<file path="config.mk">
export PLATFORM = sky130hd
export DESIGN_NAME = udma_hyper_txfetch
export DESIGN_NICKNAME = d
export VERILOG_FILES = /design/src/rtl/udma_hyper_pkg.sv /design/src/rtl/udma_hyper_txfetch_fifo.sv /design/src/rtl/udma_hyper_txfetch.sv
export SDC_FILE = /design/constraint.sdc
export NUM_CORES = 1
export LEC_CHECK = 0
export CORE_UTILIZATION = 56
export DETAILED_ROUTE_END_ITERATION = 16
export PLACE_DENSITY = 0.88
export SYNTH_ARGS = -nofsm -noshare
export SYNTH_HDL_FRONTEND = slang
export SYNTH_SLANG_ARGS = --single-unit
</file>
<file path="constraint.sdc">
create_clock -name clk_i -period 3.4 [get_ports clk_i]
set_clock_uncertainty 0.1 [all_clocks]
set_input_delay 0.34 -clock clk_i [delete_from_list [all_inputs] [get_ports clk_i]]
set_output_delay 0.34 -clock clk_i [all_outputs]
set_load 0.1 [all_outputs]
</file>
<file path="src/rtl/udma_hyper_pkg.sv">
// Shared types for the HyperBus uDMA datapath.
// TX fetch FSM encoding lives here so benches and peers can decode it.
package udma_hyper_pkg;

    typedef enum logic [1:0] {
        TXF_IDLE,
        TXF_FETCH,
        TXF_FLUSH,
        TXF_DONE
    } txfetch_state_e;

endpackage

</file>
<file path="src/rtl/udma_hyper_txfetch_fifo.sv">
// Word FIFO for the TX fetch path: registered storage, head visible
// as soon as a word is stored, synchronous flush.
module udma_hyper_txfetch_fifo #(
    parameter int DATA_WIDTH = 32,
    parameter int DEPTH      = 4,
    localparam int AW        = $clog2(DEPTH),
    localparam int CW        = AW + 1
) (
    input  logic                  clk_i,
    input  logic                  rst_ni,
    input  logic                  push_i,
    input  logic [DATA_WIDTH-1:0] data_i,
    input  logic                  pop_i,
    input  logic                  flush_i,
    output logic [DATA_WIDTH-1:0] data_o,
    output logic                  empty_o,
    output logic                  full_o,
    output logic [CW-1:0]         count_o
);

    logic [DATA_WIDTH-1:0] mem_q [DEPTH];
    logic [AW-1:0]         wr_q;
    logic [AW-1:0]         rd_q;
    logic [CW-1:0]         cnt_q;
    logic                  do_push;
    logic                  do_pop;

    assign empty_o = (cnt_q == '0);
    assign full_o  = (cnt_q == CW'(DEPTH));
    assign count_o = cnt_q;
    assign data_o  = mem_q[rd_q];

    // A pop at full frees the slot the simultaneous push lands in.
    assign do_pop  = pop_i && !empty_o;
    assign do_push = push_i && (!full_o || do_pop);

    // Storage, pointers and occupancy; flush drops all entries at once.
    always_ff @(posedge clk_i or negedge rst_ni) begin
        if (!rst_ni) begin
            for (int i = 0; i < DEPTH; i++) begin
                mem_q[i] <= '0;
            end
            wr_q  <= '0;
            rd_q  <= '0;
            cnt_q <= '0;
        end else if (flush_i) begin
            wr_q  <= '0;
            rd_q  <= '0;
            cnt_q <= '0;
        end else begin
            if (do_push) begin
                mem_q[wr_q] <= data_i;
                wr_q        <= wr_q + AW'(1);
            end
            if (do_pop) begin
                rd_q <= rd_q + AW'(1);
            end
            cnt_q <= cnt_q + CW'(do_push) - CW'(do_pop);
        end
    end

    // Upstream credit throttling must never push into a full FIFO.
    assert property (@(posedge clk_i) disable iff (!rst_ni)
        !(push_i && full_o && !pop_i && !flush_i));

endmodule

</file>
<file path="src/rtl/udma_hyper_txfetch.sv">
// HyperBus TX fetch: pulls words from the uDMA TX channel under credit
// control and hands them downstream with a live remaining-byte count.
module udma_hyper_txfetch
    import udma_hyper_pkg::*;
#(
    parameter int TRANS_SIZE = 16,
    parameter int FIFO_DEPTH = 4
) (
    input  logic                  clk_i,
    input  logic                  rst_ni,
    input  logic                  start_i,
    input  logic [TRANS_SIZE-1:0] trans_size_i,
    input  logic                  abort_i,
    output logic                  tx_req_o,
    input  logic                  tx_gnt_i,
    input  logic                  tx_valid_i,
    input  logic [31:0]           tx_data_i,
    output logic                  tx_ready_o,
    output logic                  dst_valid_o,
    input  logic                  dst_ready_i,
    output logic [31:0]           data_o,
    output logic [TRANS_SIZE-1:0] remained_o,
    output logic                  busy_o,
    output logic                  done_o
);

    localparam int CW = $clog2(FIFO_DEPTH) + 1;

    txfetch_state_e        state_q, state_d;
    logic [TRANS_SIZE:0]   req_left_q, req_left_d;
    logic [CW-1:0]         out_q, out_d;
    logic [TRANS_SIZE-1:0] rem_q, rem_d;

    logic [TRANS_SIZE:0]   words_total;
    logic [CW:0]           inflight;
    logic [CW-1:0]         fifo_cnt;
    logic                  fifo_empty;
    logic                  fifo_full;
    logic                  fetch;
    logic                  grant;
    logic                  resp;
    logic                  pop;
    logic                  push;
    logic                  flush;
    logic                  last_pop;
    logic [TRANS_SIZE-1:0] step;

    // Extra bit keeps size+3 from wrapping at the maximum size.
    assign words_total = ({1'b0, trans_size_i} + (TRANS_SIZE+1)'(3)) >> 2;

    assign fetch    = (state_q == TXF_FETCH);
    assign busy_o   = fetch || (state_q == TXF_FLUSH);
    assign done_o   = (state_q == TXF_DONE);
    assign tx_ready_o = busy_o;
    assign remained_o = rem_q;

    // Words in flight plus words held never exceed the FIFO depth.
    assign inflight = {1'b0, out_q} + {1'b0, fifo_cnt};
    assign tx_req_o = fetch && (req_left_q != '0) && !fifo_full
                   && (inflight < (CW+1)'(FIFO_DEPTH));

    assign grant    = tx_req_o && tx_gnt_i;
    assign resp     = tx_valid_i && busy_o;
    assign dst_valid_o = fetch && !fifo_empty;
    assign pop      = dst_valid_o && dst_ready_i;
    assign flush    = fetch && abort_i;
    assign push     = fetch && tx_valid_i && !abort_i;

    assign step     = (rem_q > TRANS_SIZE'(4)) ? TRANS_SIZE'(4) : rem_q;
    assign last_pop = pop && (rem_q <= TRANS_SIZE'(4));

    udma_hyper_txfetch_fifo #(
        .DATA_WIDTH(32),
        .DEPTH     (FIFO_DEPTH)
    ) u_fifo (
        .clk_i  (clk_i),
        .rst_ni (rst_ni),
        .push_i (push),
        .data_i (tx_data_i),
        .pop_i  (pop),
        .flush_i(flush),
        .data_o (data_o),
        .empty_o(fifo_empty),
        .full_o (fifo_full),
        .count_o(fifo_cnt)
    );

    // State and counter registers.
    always_ff @(posedge clk_i or negedge rst_ni) begin
        if (!rst_ni) begin
            state_q    <= TXF_IDLE;
            req_left_q <= '0;
            out_q      <= '0;
            rem_q      <= '0;
        end else begin
            state_q    <= state_d;
            req_left_q <= req_left_d;
            out_q      <= out_d;
            rem_q      <= rem_d;
        end
    end

    // Next state, request budget, outstanding count and byte countdown.
    always_comb begin
        state_d    = state_q;
        req_left_d = req_left_q;
        rem_d      = rem_q;

        unique case ({grant, resp})
            2'b10:   out_d = out_q + CW'(1);
            2'b01:   out_d = out_q - CW'(1);
            default: out_d = out_q;
        endcase

        unique case (state_q)
            TXF_IDLE: begin
                if (start_i) begin
                    rem_d      = trans_size_i;
                    req_left_d = words_total;
                    state_d    = (trans_size_i != '0) ? TXF_FETCH : TXF_DONE;
                end
            end
            TXF_FETCH: begin
                if (grant) begin
                    req_left_d = req_left_q - (TRANS_SIZE+1)'(1);
                end
                if (pop) begin
                    rem_d = rem_q - step;
                end
                if (abort_i) begin
                    state_d    = TXF_FLUSH;
                    rem_d      = '0;
                    req_left_d = '0;
                end else if (last_pop) begin
                    state_d = TXF_DONE;
                end
            end
            TXF_FLUSH: begin
                if (out_q == '0) begin
                    state_d = TXF_DONE;
                end
            end
            TXF_DONE: begin
                state_d = TXF_IDLE;
            end
            default: begin
                state_d = TXF_IDLE;
            end
        endcase
    end

endmodule
</file>
# Word-level counts from Yosys, hierarchy flattened

Index checks and enable logic that the tools add are counted.

Logic and storage cells: 100
Bits of input ports: 55
Bits in registers: 173
Output and inout bits: 53

$lt $le $gt $ge: 6
Multiplexer cells: 27
Equal/unequal tests: 11
Reductions and logical operators: 32
Bitwise logic cells: 3
$add $sub $neg: 10

Operator list:

| cell                                                                             | number |
|---|---|
| 128-bit bitwise mux                                                              | 1 |
| 32-bit 2-to-1 mux                                                                | 3 |
| 32-bit binary-select mux with 2-bit select                                       | 1 |
| 32-bit demux with 2-bit select                                                   | 1 |
| 16-bit 2-to-1 mux                                                                | 4 |
| 17-bit 2-to-1 mux                                                                | 3 |
| 17-bit one-hot mux with 2 select lines                                           | 1 |
| 16-bit one-hot mux with 2 select lines                                           | 1 |
| 2-bit 2-to-1 mux                                                                 | 9 |
| 16-bit by 2-bit adder with 17-bit output, second input constant                  | 1 |
| 17-bit nonzero test                                                              | 1 |
| 17-bit by 1-bit subtractor with 17-bit output, second input constant             | 1 |
| 16-bit by 3-bit greater-than comparator with 1-bit output, second input constant | 1 |
| 16-bit by 3-bit <= comparator with 1-bit output, second input constant           | 1 |
| 16-bit nonzero test                                                              | 1 |
| 16-bit subtractor                                                                | 1 |
| 1-bit logical AND                                                                | 14 |
| 3-bit by 2-bit inequality test with 1-bit output, second input constant          | 3 |
| 3-bit AND reduction                                                              | 3 |
| 2-bit one-hot mux with 4 select lines                                            | 1 |
| 2-bit nonzero test                                                               | 4 |
| 2-bit equality test, second input constant                                       | 3 |
| 3-bit greater-or-equal comparator, second input constant                         | 2 |
| 3-bit zero test                                                                  | 2 |
| 20 further kinds                                                                 | 26 |

# Longest topological paths before layout

Word-level depth: 10
Mapped depth: 12
Mapped depth without buffers: 12

# Hierarchy

A second synthesis with hierarchy kept.

Cell total of the unflattened synthesis: 713
Area, all modules: 9,056.2 µm²

Modules (own cells, without submodules):

| module                  | cells an instance | times used | area an instance (µm²) | seq. area each (µm²) |
|---|---|---|---|---|
| udma_hyper_txfetch_fifo | 359               | 1          | 6,025.8                | 3,378.2 |
| udma_hyper_txfetch      | 354               | 1          | 3,030.4                | 950.9 |

# Least setup slack after synthesis

OpenSTA, ideal clock, no wires.

Path type: register to register
Start point: register state_q[1]
End point: register u_fifo.cnt_q[2] (netlist: u_fifo.count_o[2])
Path buffers: 0
Cell stages (with the launch flop): 13
Arrival: 2,926 ps
Required time: 3,168 ps
Clock period less this slack: 3,158 ps
Library setup time: 132 ps
Setup slack: 242 ps
Path through: dfrtp_1 inv_1 ha_1 o31a_1 nand2_1 inv_1 ha_1 inv_1 ha_1 fa_1 xnor2_1 xnor2_1 a21oi_1

Word-level cells in the longest chain between the ends: 9
Elaborated cells between the ends (all ways): 12
Those cells by class: 2 x add/sub; 1 x eq/ne; 1 x mux; 8 x reduce/logical

Ends and longest elaborated chain:

| what                                             | RTL line                      | source |
|---|---|---|
| from (decl)                                      | udma_hyper_txfetch.sv:29      | `txfetch_state_e state_q, state_d;` |
| from (signal assigned)                           | udma_hyper_txfetch.sv:96      | `state_q <= state_d;` |
| 2-bit by 1-bit equality test with 1-bit output * | udma_hyper_txfetch.sv:51      | `assign fetch = (state_q == TXF_FETCH);` |
| 1-bit logical AND *                              | udma_hyper_txfetch.sv:64      | `assign dst_valid_o = fetch && !fifo_empty;` |
| via dst_valid_o                                  | udma_hyper_txfetch.sv:19      | `output logic dst_valid_o,` |
| 1-bit logical AND *                              | udma_hyper_txfetch.sv:65      | `assign pop = dst_valid_o && dst_ready_i;` |
| 1-bit logical AND *                              | udma_hyper_txfetch_fifo.sv:34 | `assign do_pop = pop_i && !empty_o;` |
| 1-bit logical OR                                 | udma_hyper_txfetch_fifo.sv:35 | `assign do_push = push_i && (!full_o \|\| do_pop);` |
| 1-bit logical AND                                | udma_hyper_txfetch_fifo.sv:35 |  |
| 3-bit by 1-bit adder with 3-bit output           | udma_hyper_txfetch_fifo.sv:58 | `cnt_q <= cnt_q + CW'(do_push) - CW'(do_pop);` |
| 3-bit by 1-bit subtractor with 3-bit output *    | udma_hyper_txfetch_fifo.sv:58 |  |
| 3-bit 2-to-1 mux *                               | udma_hyper_txfetch_fifo.sv:46 | `end else if (flush_i) begin` |
| to (signal assigned)                             | udma_hyper_txfetch_fifo.sv:58 |  |
| to (decl)                                        | udma_hyper_txfetch_fifo.sv:24 | `logic [CW-1:0] cnt_q;` |

Mark *: on every way through the listed nets, which the timed path passes. The rest lies on a longest branch.
A chain may end at the register's enable or synchronous reset.

# Worst setup path in the final report

Start point: register req_left_q[0]
End point: register out_q[2]

Word-level cells in the longest chain between the ends: 7
Elaborated cells between the ends (all ways): 9
Those cells by class: 2 x eq/ne; 1 x mux; 6 x reduce/logical

Ends and longest elaborated chain:

| what                                                                                         | RTL line                  | source |
|---|---|---|
| from (decl)                                                                                  | udma_hyper_txfetch.sv:30  | `logic [TRANS_SIZE:0] req_left_q, req_left_d;` |
| from (signal assigned)                                                                       | udma_hyper_txfetch.sv:97  | `req_left_q <= req_left_d;` |
| 17-bit nonzero test *                                                                        | udma_hyper_txfetch.sv:59  | `assign tx_req_o = fetch && (req_left_q != '0) && !fifo_full` |
| 1-bit logical AND * (2 in a row)                                                             | udma_hyper_txfetch.sv:59  |  |
| 1-bit logical AND *                                                                          | udma_hyper_txfetch.sv:60  | `&& (inflight < (CW+1)'(FIFO_DEPTH));` |
| 1-bit logical AND *                                                                          | udma_hyper_txfetch.sv:62  | `assign grant = tx_req_o && tx_gnt_i;` |
| 2-bit by 1-bit equality test with 1-bit output / 2-bit equality test (equally long branches) | udma_hyper_txfetch.sv:109 | `unique case ({grant, resp})` |
| 3-bit one-hot mux with 2 select lines / 2-bit nonzero test (equally long branches)           | -                         |  |
| to (signal assigned)                                                                         | udma_hyper_txfetch.sv:98  | `out_q <= out_d;` |
| to (decl)                                                                                    | udma_hyper_txfetch.sv:31  | `logic [CW-1:0] out_q, out_d;` |

Mark *: on every way between the ends. The rest lies on a longest branch, timed or not.

==> impl.org <==
** Outcome
- Status :: finished clean

** Global routing
- Largest net degree at the start of global routing :: 96
- Number of antenna violations at the first check in global routing :: 0
- Across every metal layer, demand over resource in global routing totals a little over a quarter.
- Busiest metal layer after global routing :: met2
- The total overflow left after global routing is 0.
- The first global-routing pass estimated around 34000 um of wire.
- For this run, global-route usage on met1 was measured as between 30% and 40%.
- The via count of the first global-routing pass was 6690.
- Met3 capacity usage during global routing :: under 10%
- In the global route stage, met2 resource usage came out at between 40% and 50%.

** Finish
- Synthesis-to-layout area growth :: 20.9%
- Number of antenna diodes :: 0
- Final cell utilization of the core :: ~70%
- Share of cells above drive strength 1 :: a little under a third
- Finished layout cell area :: between 10000 and 15000 um2
- Total Nets Final :: approximately 870

** CTS
- The number of gates resized after CTS was 0.
- Master cell of the clock root buffer :: clkbuf_16
- Clock latency at the later pin of the worst-skew pair :: 0.44 ns
- TritonCTS built the clock tree.
- Num Clock Sinks :: roughly 170
- Clock tree synthesis inserted a total of 17 buffers.
- The clock tree synthesis step divided the H-tree into 4 levels.
- The clock passes through at most 2 buffers.
- Number of buffers added for setup after CTS :: 0
- Clock-pin slew on the worst setup and hold paths :: ~0.06 ns

** Worst setup path
- The cell family contributing the most delay on the critical path is simple AND/OR/NAND/NOR gates.
- Maximum cell stage delay along the critical path :: ~0.4 ns
- The worst setup path is launched from a register.
- STA puts the critical path data required time at 3.65 ns.
- STA puts the critical path data arrival time at approximately 3.2 ns.
- Counting both buffers and inverters, the worst setup path holds a total of 2.
- Along the worst path, the maximum fanout reaches 8.
- Traced cell by cell, the critical path runs through inv_1 -> ha_1 -> nor4b_2 -> nand4b_1 -> o21ai_0 -> ha_1 -> inv_1 -> fa_1 -> xor2_1 -> nor2_1 -> xor2_1.
- Worst Setup End Kind :: register
- Slowest stage cell, crit path :: dfrtp_1
- Path type of the worst setup path :: register to register

** Synth
- FFs w/ async S/R, synth :: between 90% and 100%
- Area share of the largest cell type after synthesis :: ~49%
- In this run, synthesis inferred 0 flip-flops with an integrated enable.
- Dividing the synthesized area by the synthesized cell count gives roughly 13 um2.
- Among all flip-flop cells after synthesis, the most frequent one is dfrtp_1.
- Leading cell types by total area after synthesis :: dfrtp_1 (49%), mux2_2 (17%), mux4_2 (8.2%)
- Dominant cell by count in the synthesized netlist :: dfrtp_1
- The number of nets handed over by synthesis was ~760.
- Cell accounting for the most synthesized area :: dfrtp_1
- Post-synthesis instance area :: 8780 um2
- Synthesized netlist cell count :: 689
- Count of unique library cells instantiated by Yosys :: 60
- Top cells by instance count after synthesis :: dfrtp_1 (173), mux2_2 (130), nand2_1 (34)
- After synthesis the netlist holds a flip-flop and latch count of around 170.
- For this run, the register share of the synthesized area comes to around half.
- Yosys warnings :: 0

** Drt
- Remaining antenna violation count after routing :: 0
- For this run, design rule violations remaining after detail routing come to 0.
- For this run, the detailed router's first-pass iteration total came to 5.
- After detailed routing, the number of vias per cell comes to between 6 and 7.
- Initial DRC Count :: between 500 and 600
- For this block, the routed nets add up to 21100 um of wire.
- Number of vias after detailed routing :: approximately 6.4k
- In the final routed layout, each cell accounts on average for between 20 and 25 um.

** Die
- The die is between 100 and 150 um wide.
- The core region is 15300 um2.
- The die is ~130 um tall.
- For this configuration, the core starts out at a cell density of a little under three fifths.
- The initialized floorplan defines 45 standard-cell rows.
- Total die area :: ~16000 um2
- I/O pin total :: ~110

** Placement
- RD Place Congestion :: ~0.9
- HPWL reported at the end of detailed placement :: roughly 14000 um
- Summing all placed instances gives a cell area of approximately 10000 um2.
- Count of buffers from port buffering :: 107

** Worst hold path
- Path class of the lowest-slack min-delay path :: register to register

** Timing
- For the pin with the worst max-slew slack, the measured transition is 0.977 ns.
- Setup repair after global routing left no endpoint under its margin.
- Setup TNS :: 0 ns
- The count of final max-slew check failures was 0.
- Measured against its own limit, the worst slew margin works out to roughly a third.
- The worst path in the final design needs a cycle of 2.95 ns, including I/O delays and setup.
- Static timing analysis puts the maximum clock frequency at roughly 340 MHz.
- Final-report setup violation count :: 0
- The number of hold violations in the final report came to 0.
- Period utilization :: slightly below 90%
- Hold timing on the final database bottoms out at a slack of 0.403 ns.

** Run
- The tool flagged a number of max-cap violations equal to 0.
-- state kept, by name (all words and copies together) (netlist names) --
signal / cells
u_fifo.mem_q: 128
req_left_q: 17
remained_o: 16
out_q: 3
u_fifo.count_o: 3
state_q: 2
u_fifo.rd_q: 2
u_fifo.wr_q: 2
-- cell families after synthesis --
kind of cell | share of synthesized area, %
buffers and inverters | 3.16
xor gates and xnor gates | 1.70
and+or+nand+nor | 9.25
DFF | 49.3
muxes | 25.6
AOI/OAI and AO/OA | 8.35
adders and majority gates | 2.59
other | 0.0427
-- cell usage in the layout (no fill, tap or decap), types with 5 or more instances in the layout --
master	n
dfrtp_1	172
mux2_2	130
clkdlybuf4s50_1	69
buf_4	50
nand2_1	34
mux4_2	32
nor2_1	23
inv_1	22
o21ai_0	21
clkbuf_16	17
a21oi_1	16
nand3_1	15
ha_1	15
nor4_1	12
nor3_1	12
xor2_1	10
o22ai_1	10
or3_1	9
nand4_1	8
and2_1	7
xnor2_1	7
or4_1	6
o311ai_0	6
nor2b_1	5
o211ai_1	5
mux2i_1	5
-- per-stage QoR --
stage                     worst slack [ns]  instances
after CTS                            0.506       1018
after floorplan                      0.242        689
final                                0.447       1018
after detailed placement             0.498        985
after global routing                 0.224       1018
after global placement               0.610        985
-- routing by layer --
layer / vias up / routed length [um]
li1: 2815 / -
met1: 3267 / 8680
met5: - / 0
met4: 0 / 419
met3: 41 / 1560
met2: 309 / 10500
-- path summary, 6_finish.rpt --
path	start	endpoint	slack (ns)	cells after the start
setup / recovery	req_left_q[0]	out_q[2]	0.45	11
setup reg to reg	req_left_q[0]	out_q[2]	0.45	11
hold reg to reg	u_fifo.mem_q[24]	u_fifo.mem_q[24]	0.40	1
max in group asynchronous	rst_ni	u_fifo.mem_q[52]	1.74	3
hold / removal	u_fifo.mem_q[24]	u_fifo.mem_q[24]	0.40	1
min in group asynchronous	rst_ni	u_fifo.mem_q[5]	0.49	2
-- cell type report --
| class | count | area [um2] |
|---|---|---|
| repair buffers | 123 | 1130 |
| fillers | 1019 | 4640 |
| well taps | 211 | 264 |
| inverters | 22 | 82.6 |
| clock buffers | 18 | 429 |
| multi-input cells | 457 | 4170 |
| flip-flops and latches | 173 | 4330 |
| clock inverters | 14 | 210 |
-- repair_timing --
action	CTS	global route
endpoints found under the hold margin	93	0
setup endpoints to repair	0	0
hold buffers	1	0
Power is not shown: default switching activity piles up to over one toggle a cycle in this logic, so the estimate is an artifact.
